<file path="src/rtl/mem_ctrl.sv">
// Owner of the byte-wide RAM/IO port: arbitrates instruction fetch against the
// load-store buffer, serialises each access into byte transfers and returns a done pulse.
module mem_ctrl #(
    parameter logic [31:0] IO_BASE = 32'h0003_0000
) (
    input  logic        clk,
    input  logic        rst,
    input  logic        rdy,
    input  logic        wrong_commit,
    input  logic        if_enable,
    input  logic [31:0] if_addr,
    output logic        if_done,
    output logic [31:0] if_data,
    input  logic        lsb_enable,
    input  logic [31:0] lsb_addr,
    input  logic [31:0] lsb_data_in,
    input  logic        lsb_is_load,
    input  logic [2:0]  lsb_funct3,
    output logic        lsb_done,
    output logic [31:0] lsb_data,
    input  logic [7:0]  mem_din,
    output logic [7:0]  mem_dout,
    output logic [31:0] mem_a,
    output logic        mem_wr,
    input  logic        io_buffer_full
);
    typedef enum logic [1:0] {IDLE, READ, WRITE} state_t;

    state_t      r_state, w_next_state;
    logic [31:0] r_addr, r_data, r_result, r_mem_a, r_if_data, r_lsb_data;
    logic [7:0]  r_mem_dout;
    logic [2:0]  r_cnt, r_len, r_funct3;
    logic        r_owner_lsb, r_last_lsb, r_suppress, r_if_done, r_lsb_done;

    logic        w_can_grant, w_grant_if, w_grant_lsb, w_stall, w_rd_last, w_wr_last, w_mem_wr;
    logic [2:0]  w_lsb_len;
    logic [1:0]  w_cap_idx, w_wr_idx;
    logic [31:0] w_assembled, w_extended;

    // No grant while a done pulse is out: the requester still holds its enable that cycle.
    assign w_can_grant = (r_state == IDLE) && !r_if_done && !r_lsb_done && !wrong_commit;
    assign w_grant_lsb = w_can_grant && lsb_enable && (!if_enable || !r_last_lsb);
    assign w_grant_if  = w_can_grant && if_enable && !w_grant_lsb;
    assign w_lsb_len   = (lsb_funct3[1:0] == 2'b00) ? 3'd1 :
                         (lsb_funct3[1:0] == 2'b01) ? 3'd2 : 3'd4;
    assign w_stall     = (r_addr >= IO_BASE) && io_buffer_full;
    assign w_rd_last   = (r_cnt == r_len);
    assign w_wr_last   = (r_cnt == r_len - 3'd1);
    assign w_cap_idx   = r_cnt[1:0] - 2'd1;
    assign w_wr_idx    = r_cnt[1:0] + 2'd1;

    // NOTE: sequential state uses <= so every register samples pre-edge values.
    always_ff @(posedge clk) begin
        if (rst)
            r_state <= IDLE;
        else if (rdy)
            r_state <= w_next_state;
    end

    // NOTE: defaults come first so no path leaves a variable unassigned (no latch).
    always_comb begin
        w_next_state = r_state;
        w_mem_wr     = 1'b0;
        unique case (r_state)
            IDLE: begin
                if (w_grant_lsb && !lsb_is_load)
                    w_next_state = WRITE;
                else if (w_grant_lsb || w_grant_if)
                    w_next_state = READ;
            end
            READ: begin
                if (wrong_commit || w_rd_last)
                    w_next_state = IDLE;
            end
            WRITE: begin
                if (!w_stall) begin
                    w_mem_wr = 1'b1;
                    if (w_wr_last)
                        w_next_state = IDLE;
                end
            end
            default: w_next_state = IDLE;
        endcase
        if (rst || !rdy)
            w_mem_wr = 1'b0;
    end

    // Byte arriving on mem_din this cycle merged into the partial result.
    always_comb begin
        w_assembled = r_result;
        w_assembled[{w_cap_idx, 3'b000} +: 8] = mem_din;
    end

    always_comb begin
        case (r_funct3)
            3'b000:  w_extended = {{24{w_assembled[7]}}, w_assembled[7:0]};
            3'b001:  w_extended = {{16{w_assembled[15]}}, w_assembled[15:0]};
            3'b100:  w_extended = {24'd0, w_assembled[7:0]};
            3'b101:  w_extended = {16'd0, w_assembled[15:0]};
            default: w_extended = w_assembled;
        endcase
    end

    always_ff @(posedge clk) begin
        if (rst) begin
            r_addr      <= '0;
            r_data      <= '0;
            r_result    <= '0;
            r_mem_a     <= '0;
            r_mem_dout  <= '0;
            r_if_data   <= '0;
            r_lsb_data  <= '0;
            r_cnt       <= '0;
            r_len       <= '0;
            r_funct3    <= '0;
            r_owner_lsb <= 1'b0;
            r_last_lsb  <= 1'b0;
            r_suppress  <= 1'b0;
            r_if_done   <= 1'b0;
            r_lsb_done  <= 1'b0;
        end else if (rdy) begin
            r_if_done  <= 1'b0;
            r_lsb_done <= 1'b0;
            unique case (r_state)
                IDLE: begin
                    if (wrong_commit) begin
                        r_if_data  <= '0;
                        r_lsb_data <= '0;
                        r_mem_a    <= '0;
                        r_mem_dout <= '0;
                    end else if (w_grant_if || w_grant_lsb) begin
                        r_addr      <= w_grant_lsb ? lsb_addr : if_addr;
                        r_mem_a     <= w_grant_lsb ? lsb_addr : if_addr;
                        r_cnt       <= '0;
                        r_result    <= '0;
                        r_suppress  <= 1'b0;
                        r_owner_lsb <= w_grant_lsb;
                        r_last_lsb  <= w_grant_lsb;
                        r_len       <= w_grant_lsb ? w_lsb_len : 3'd4;
                        r_funct3    <= w_grant_lsb ? lsb_funct3 : 3'b010;
                        r_data      <= lsb_data_in;
                        r_mem_dout  <= (w_grant_lsb && !lsb_is_load) ? lsb_data_in[7:0] : 8'd0;
                    end
                end
                READ: begin
                    if (wrong_commit) begin
                        r_if_data  <= '0;
                        r_lsb_data <= '0;
                        r_mem_a    <= '0;
                    end else if (w_rd_last) begin
                        r_mem_a <= '0;
                        if (r_owner_lsb) begin
                            r_lsb_done <= 1'b1;
                            r_lsb_data <= w_extended;
                        end else begin
                            r_if_done <= 1'b1;
                            r_if_data <= w_assembled;
                        end
                    end else begin
                        // Address runs one cycle ahead of capture; cnt==0 has no data yet.
                        if (r_cnt != 3'd0)
                            r_result <= w_assembled;
                        r_cnt <= r_cnt + 3'd1;
                        if (r_cnt + 3'd1 < r_len)
                            r_mem_a <= r_mem_a + 32'd1;
                    end
                end
                WRITE: begin
                    if (wrong_commit)
                        r_suppress <= 1'b1;
                    if (!w_stall) begin
                        if (w_wr_last) begin
                            r_lsb_done <= !(r_suppress || wrong_commit);
                            r_lsb_data <= '0;
                            r_mem_a    <= '0;
                            r_mem_dout <= '0;
                        end else begin
                            r_cnt      <= r_cnt + 3'd1;
                            r_mem_a    <= r_mem_a + 32'd1;
                            r_mem_dout <= r_data[{w_wr_idx, 3'b000} +: 8];
                        end
                    end
                end
                default: ;
            endcase
        end
    end

    assign if_done  = r_if_done;
    assign if_data  = r_if_data;
    assign lsb_done = r_lsb_done;
    assign lsb_data = r_lsb_data;
    assign mem_a    = r_mem_a;
    assign mem_dout = r_mem_dout;
    assign mem_wr   = w_mem_wr;
endmodule

</file>
<file path="config.mk">
export PLATFORM = sky130hd
export DESIGN_NAME = mem_ctrl
export DESIGN_NICKNAME = d
export VERILOG_FILES = /design/src/rtl/mem_ctrl.sv
export SDC_FILE = /design/constraint.sdc
export NUM_CORES = 1
export LEC_CHECK = 0
export CAP_MARGIN = 0
export CORE_UTILIZATION = 25
export DETAILED_ROUTE_END_ITERATION = 8
export PLACE_DENSITY_LB_ADDON = 0.3
export RECOVER_POWER = 100
export SYNTH_ARGS = -nofsm -noshare
export SYNTH_HDL_FRONTEND = slang
export SYNTH_SLANG_ARGS = --single-unit
</file>
<file path="constraint.sdc">
create_clock -name clk -period 5.94 [get_ports clk]
set_input_delay 0.594 -clock clk [delete_from_list [all_inputs] [get_ports clk]]
set_output_delay 0.594 -clock clk [all_outputs]
set_load 0.03 [all_outputs]
</file>
# == Yosys cells after proc, flatten, opt, wreduce, memory -nomap -nowiden ==
# Index checks and enable logic that the tools add are counted.
# op_classes
add_sub_neg,6
mul,0
div_mod_pow,0
magnitude_cmp,2
eq_ne,25
shifts,3
mux,68
bitwise,1
reduce_logical,39
# ops
operator,count
$mux W32,22
$pmux W32 S3,2
$pmux W32 S2,2
$pmux W32 S4,1
$mux W8,5
$add A32 B1 Y32 const B,1
$bwmux W32,1
$ge A32 B18 Y1 const B,1
$shift A8 B7 Y32 const A,1
$shiftx A32 B6 Y8,1
$shiftx A8 B7 Y32,1
$mux W3,10
$ne A2 B2 Y1 const B,10
$reduce_and A5 Y1,4
$pmux W8 S2,1
$mux W1,15
$reduce_and A7 Y1,2
$mux W2,5
$logic_and A1 B1 Y1,9
$logic_not A1 Y1,9
$ne A3 B3 Y1 const B,3
$pmux W3 S3,1
$reduce_and A4 Y1,2
$reduce_and A8 Y1,1
23 further kinds,34
# word_totals
regBits,215
latch_bits,0
ram_bits,0
mem_bits_ro,0
in_bits,115
output_inout_bits,107
word_cells,159
mem_count,0

# == Logic depth before layout (Yosys ltp) ==
# logic_depth
depth_word,12
mapped_depth,12
depth_no_buf,9

# == Worst setup path after synthesis ==
# Ideal clock, no wire load.
# synth_timing
kind,flip-flop to flip-flop
from,register r_cnt[0]
to,register r_lsb_data[10] (netlist: lsb_data[10])
setup_time_ps,70
arrival_time_ps,2765
t_required_ps,5870
slack_ps,3105
stages_incl_launch_ff,10
path_buffers,2
period_less_slack_ps,2835
cell_sequence,dfxtp_1 clkbuf_1 inv_1 ha_1 and2_1 clkbuf_1 a31oi_1 nor4_1 o211ai_1 a21oi_1
# synth_via
elab_chain_len,9
word_cells_on_any_way,15
cone_classes,2 x add/sub; 4 x eq/ne; 2 x shift; 6 x mux; 1 x reduce/logical
# synth_rtl
element,line_no,rtl
from (decl),32,"logic [2:0] r_cnt, r_len, r_funct3;"
from (signal assigned),163,r_cnt <= r_cnt + 3'd1;
from (signal assigned),178,r_cnt <= r_cnt + 3'd1;
$sub A2 B1 Y2,49,assign w_cap_idx = r_cnt[1:0] - 2'd1;
$neg A5 Y7,91,"w_assembled[{w_cap_idx, 3'b000} +: 8] = mem_din;"
$shiftx A8 B7 Y32 / $shift A8 B7 Y32 (equally long branches),91,
$bwmux W32,91,
$pmux W32 S4,95,case (r_funct3)
$mux W32,152,if (r_owner_lsb) begin
$mux W32,150,end else if (w_rd_last) begin
$mux W32,146,if (wrong_commit) begin
$pmux W32 S3,124,unique case (r_state)
to (signal assigned),154,r_lsb_data <= w_extended;
to (decl),30,"logic [31:0] r_addr, r_data, r_result, r_mem_a, r_if_data, r_lsb_data;"
# Several ways; a longest one is shown, not always the timed one. The select of a mux whose other input is x is not followed.
# A chain may end at the register's enable or synchronous reset.

# == Final worst setup path ==
# layout_timing
from,input port wrong_commit
to,register r_mem_a[10] (netlist: mem_a[10])
# layout_via
elab_chain_len,9
word_cells_on_any_way,16
cone_classes,2 x eq/ne; 5 x mux; 9 x reduce/logical
# layout_rtl
element,line_no,rtl
from (decl),9,"input logic wrong_commit,"
$logic_not A1 Y1,41,assign w_can_grant = (r_state == IDLE) && !r_if_done && !r_lsb_done && !wrong_commit;
$logic_and A1 B1 Y1,41,
$logic_and A1 B1 Y1 (2 in a row),42,assign w_grant_lsb = w_can_grant && lsb_enable && (!if_enable || !r_last_lsb);
$logic_not A1 Y1,43,assign w_grant_if = w_can_grant && if_enable && !w_grant_lsb;
$logic_and A1 B1 Y1,43,
$logic_or A1 B1 Y1,131,end else if (w_grant_if || w_grant_lsb) begin
$ne A3 B2 Y1 (no line),--,
$reduce_and A5 Y1 (no line),--,
to (signal assigned),133,r_mem_a <= w_grant_lsb ? lsb_addr : if_addr;
to (signal assigned),165,r_mem_a <= r_mem_a + 32'd1;
to (signal assigned),179,r_mem_a <= r_mem_a + 32'd1;
to (decl),30,
# Several ways; a longest one is shown, not always the timed one. The select of a mux whose other input is x is not followed.

==> reports/metrics.cfg <==
[yosys]
synth.avg_cell_area_sq_um=7.955
syn_area_sq_mm=0.009817
yosys-top-cells-area=dfxtp_1, a21oi_1, nor2_1, mux2i_1, nand2_1
syn_inst=1234
synth_flop_cell=dfxtp_1
synth_edf_count=0
yosysTopAreaCellShare=0.4058
async_reset_ff_frac=0
synth_top_cell_by_area=dfxtp_1
syn-num-nets=1363
ys.warnings.count=0
synth_cell_types=65
ys_seq_area_frac=0.4058
ys_ff_latch=199

[clocking]
cts-root-buf=clkbuf_16
cts-hold-fix-buffers=0
cts_tree=yes
cts_resized=0
cts_sinks=199
post_cts_buffers=0
numCtsBuffers=17
path_clk_slew_ns=0.08
cts_htree_levels=4
clockBufferDepth=2
worstSkewPairLatency_ns=0.45

[finish]
stdcell_area_sq_mm=0.01291
drive_gt1_frac=0.04438
layout_commonest_cell=dfxtp_1
layout_common_cells=dfxtp_1, nor2_1, a21oi_1
nets=1513
syn_to_final_growth_pct=31.52
fillers=4025

[power]
irDropWorstVdd_mv=0.2085
power.leakage_nw=4.789
powerDensity_mw_per_mm2=242.0

[floorplan]
die_h_um=200.2
io_pins=222
core-area_sq_mm=0.03865
rows=72
die-area_sq_mm=0.04006
die_x_um=200.2
start_util=0.2540

[grt]
grt.total_usage=0.1667
grt_pass1_vias=9034
grt_pass1_wl_um=52620
grt_overflow=0
antenna_found_initial=1
grt_max_degree=76

[timing]
worst_pin_slew_ns=2.626
max_slew_margin=-0.7504
setup_viol=0
rsz0062_at_grt=false
max_freq_mhz=213.4
finalCritPeriodShare=0.7891
fin_setup_tns_ns=0
finalHoldViolCount=0
period_minus_slack_ns=4.687
fin_worst_skew_ns=0.01351
slew_viol_final=117

[critical_path]
arrival_ns=5.06
cp.required_ns=6.32
critPathLaunchType=input pin
critPathCaptureType=flip-flop
worstSetupPathType=input pin to flip-flop
path_max_fanout=37

[hold_path]
hp-class=flip-flop to flip-flop

[detailed_routing]
via_per_inst=4.999
drcViolationCount=0
finalWirelength_um=33690
drtIter0Drc=740
ant_nets=0
wl_per_cell_um=17.59
routed-via-count=9578
dr.pass1.iters=5

[place]
numPortBuffers=221
placed_area_sq_mm=0.01232
gp_congestion=0.8506
dp_hpwl_um=23650

[run_status]
status=finished with violations
violations=capacitance limit, slew limit

[job]
maxCapViolations=3

## worst paths after layout
path / start / endpoint / slack [ns] / cells after the start
worst max-delay path: wrong_commit / mem_a[10] / 1.25 / 9
worst max register to register: r_state[1] / mem_a[10] / 1.48 / 10
worst min register to register: r_data[21] / r_data[21] / 0.46 / 2
worst min-delay path: r_data[21] / r_data[21] / 0.46 / 2
## critical path: stages
cell and delay (ns):
dlygate4sd3_1 0.80, nand2b_1 0.16, clkbuf_1 1.30, a31oi_1 0.31, a21oi_1 0.36, and2_0 0.95
buf_4 0.35, o21ai_0 0.11, a21oi_1 0.12
## stage by stage
step | util | hold slack [ns] | std cells | total power [mW] | setup WS [ns]
6_report | 0.3341 | 0.4562 | 1916 | 3.125 | 1.253
5_1_grt | 0.3341 | 0.4706 | 1916 | 3.260 | 0.8345
4_1_cts | 0.3343 | 0.4571 | 1914 | 3.177 | 1.910
3_5_place_dp | 0.3188 | 0.4473 | 1882 | 1.939 | 1.953
3_3_place_gp | 0.3188 | 0.4418 | 1882 | 1.933 | 2.102
2_1_floorplan | - | 0.4331 | 1234 | 1.737 | 3.105
## where the power goes
part           switching, mW  total [mW]  internal [mW]
Clock                  0.570        1.22          0.654
Sequential            0.0392        1.41           1.37
Combinational          0.298       0.489          0.191
## per-layer routing
metal	track usage	vias to the layer above	routed length (um)
li1	-	4705	-
met1	0.2281	4503	15720
met2	0.2618	339	15390
met3	0.03759	31	2116
met4	0.04588	0	463
met5	0	-	0
## synth_stat cells, drive strengths merged (3+ instances only)
library cell and count:
or2 4, buf 23, nand2b 12, dfxtp 199
nor2b 47, inv 21, nor2 157, a211oi 25
a31oi 38, nor4 12, o22ai 11, or4 3
mux2i 50, nand4 12, and4 6, and3 7
o21ai 49, ha 14, nand3 38, clkbuf 78
nor3 75, and2 4, a21oi 138, a22oi 10
o211ai 10, o32a 5, mux4 8, nand2 128
xor2 3, a41oi 3, xnor2 3, o32ai 13
o2bb2ai 3
## cell type report
cell class                      instances  area, sq um  share of cell area
Multi-Input combinational cell        913         5323              0.4122
Sequential cell                       199         3984              0.3086
Timing Repair Buffer                  232         2278              0.1765
Tap cell                              518        648.1             0.05020
Clock buffer                           21        460.4             0.03566
Clock inverter                         11        136.4             0.01056
Inverter                               21        78.83            0.006105
Antenna cell                            1        2.502           0.0001938
## cells by family after synthesis
logic type | Yosys count | share of synthesized area
multiplexers | 58 | 0.06933
AND/OR/NAND/NOR | 509 | 0.2442
flip-flops | 199 | 0.4058
adder cells (fa/ha/maj) | 14 | 0.01784
AO/OA/AOI/OAI | 325 | 0.2033
buffers and inverters | 122 | 0.05187
XOR/XNOR | 7 | 0.007648
## registers in the layout (all words and copies together), names as in the netlist
name / cells
if_data: 32
lsb_data: 32
mem_a: 32
r_data: 32
r_result: 32
r_addr: 16
mem_dout: 8
r_cnt: 3
r_funct3: 3
r_len: 3
r_state: 2
if_done: 1
lsb_done: 1
r_last_lsb: 1
r_suppress: 1
(Power assumes the default switching activity.)
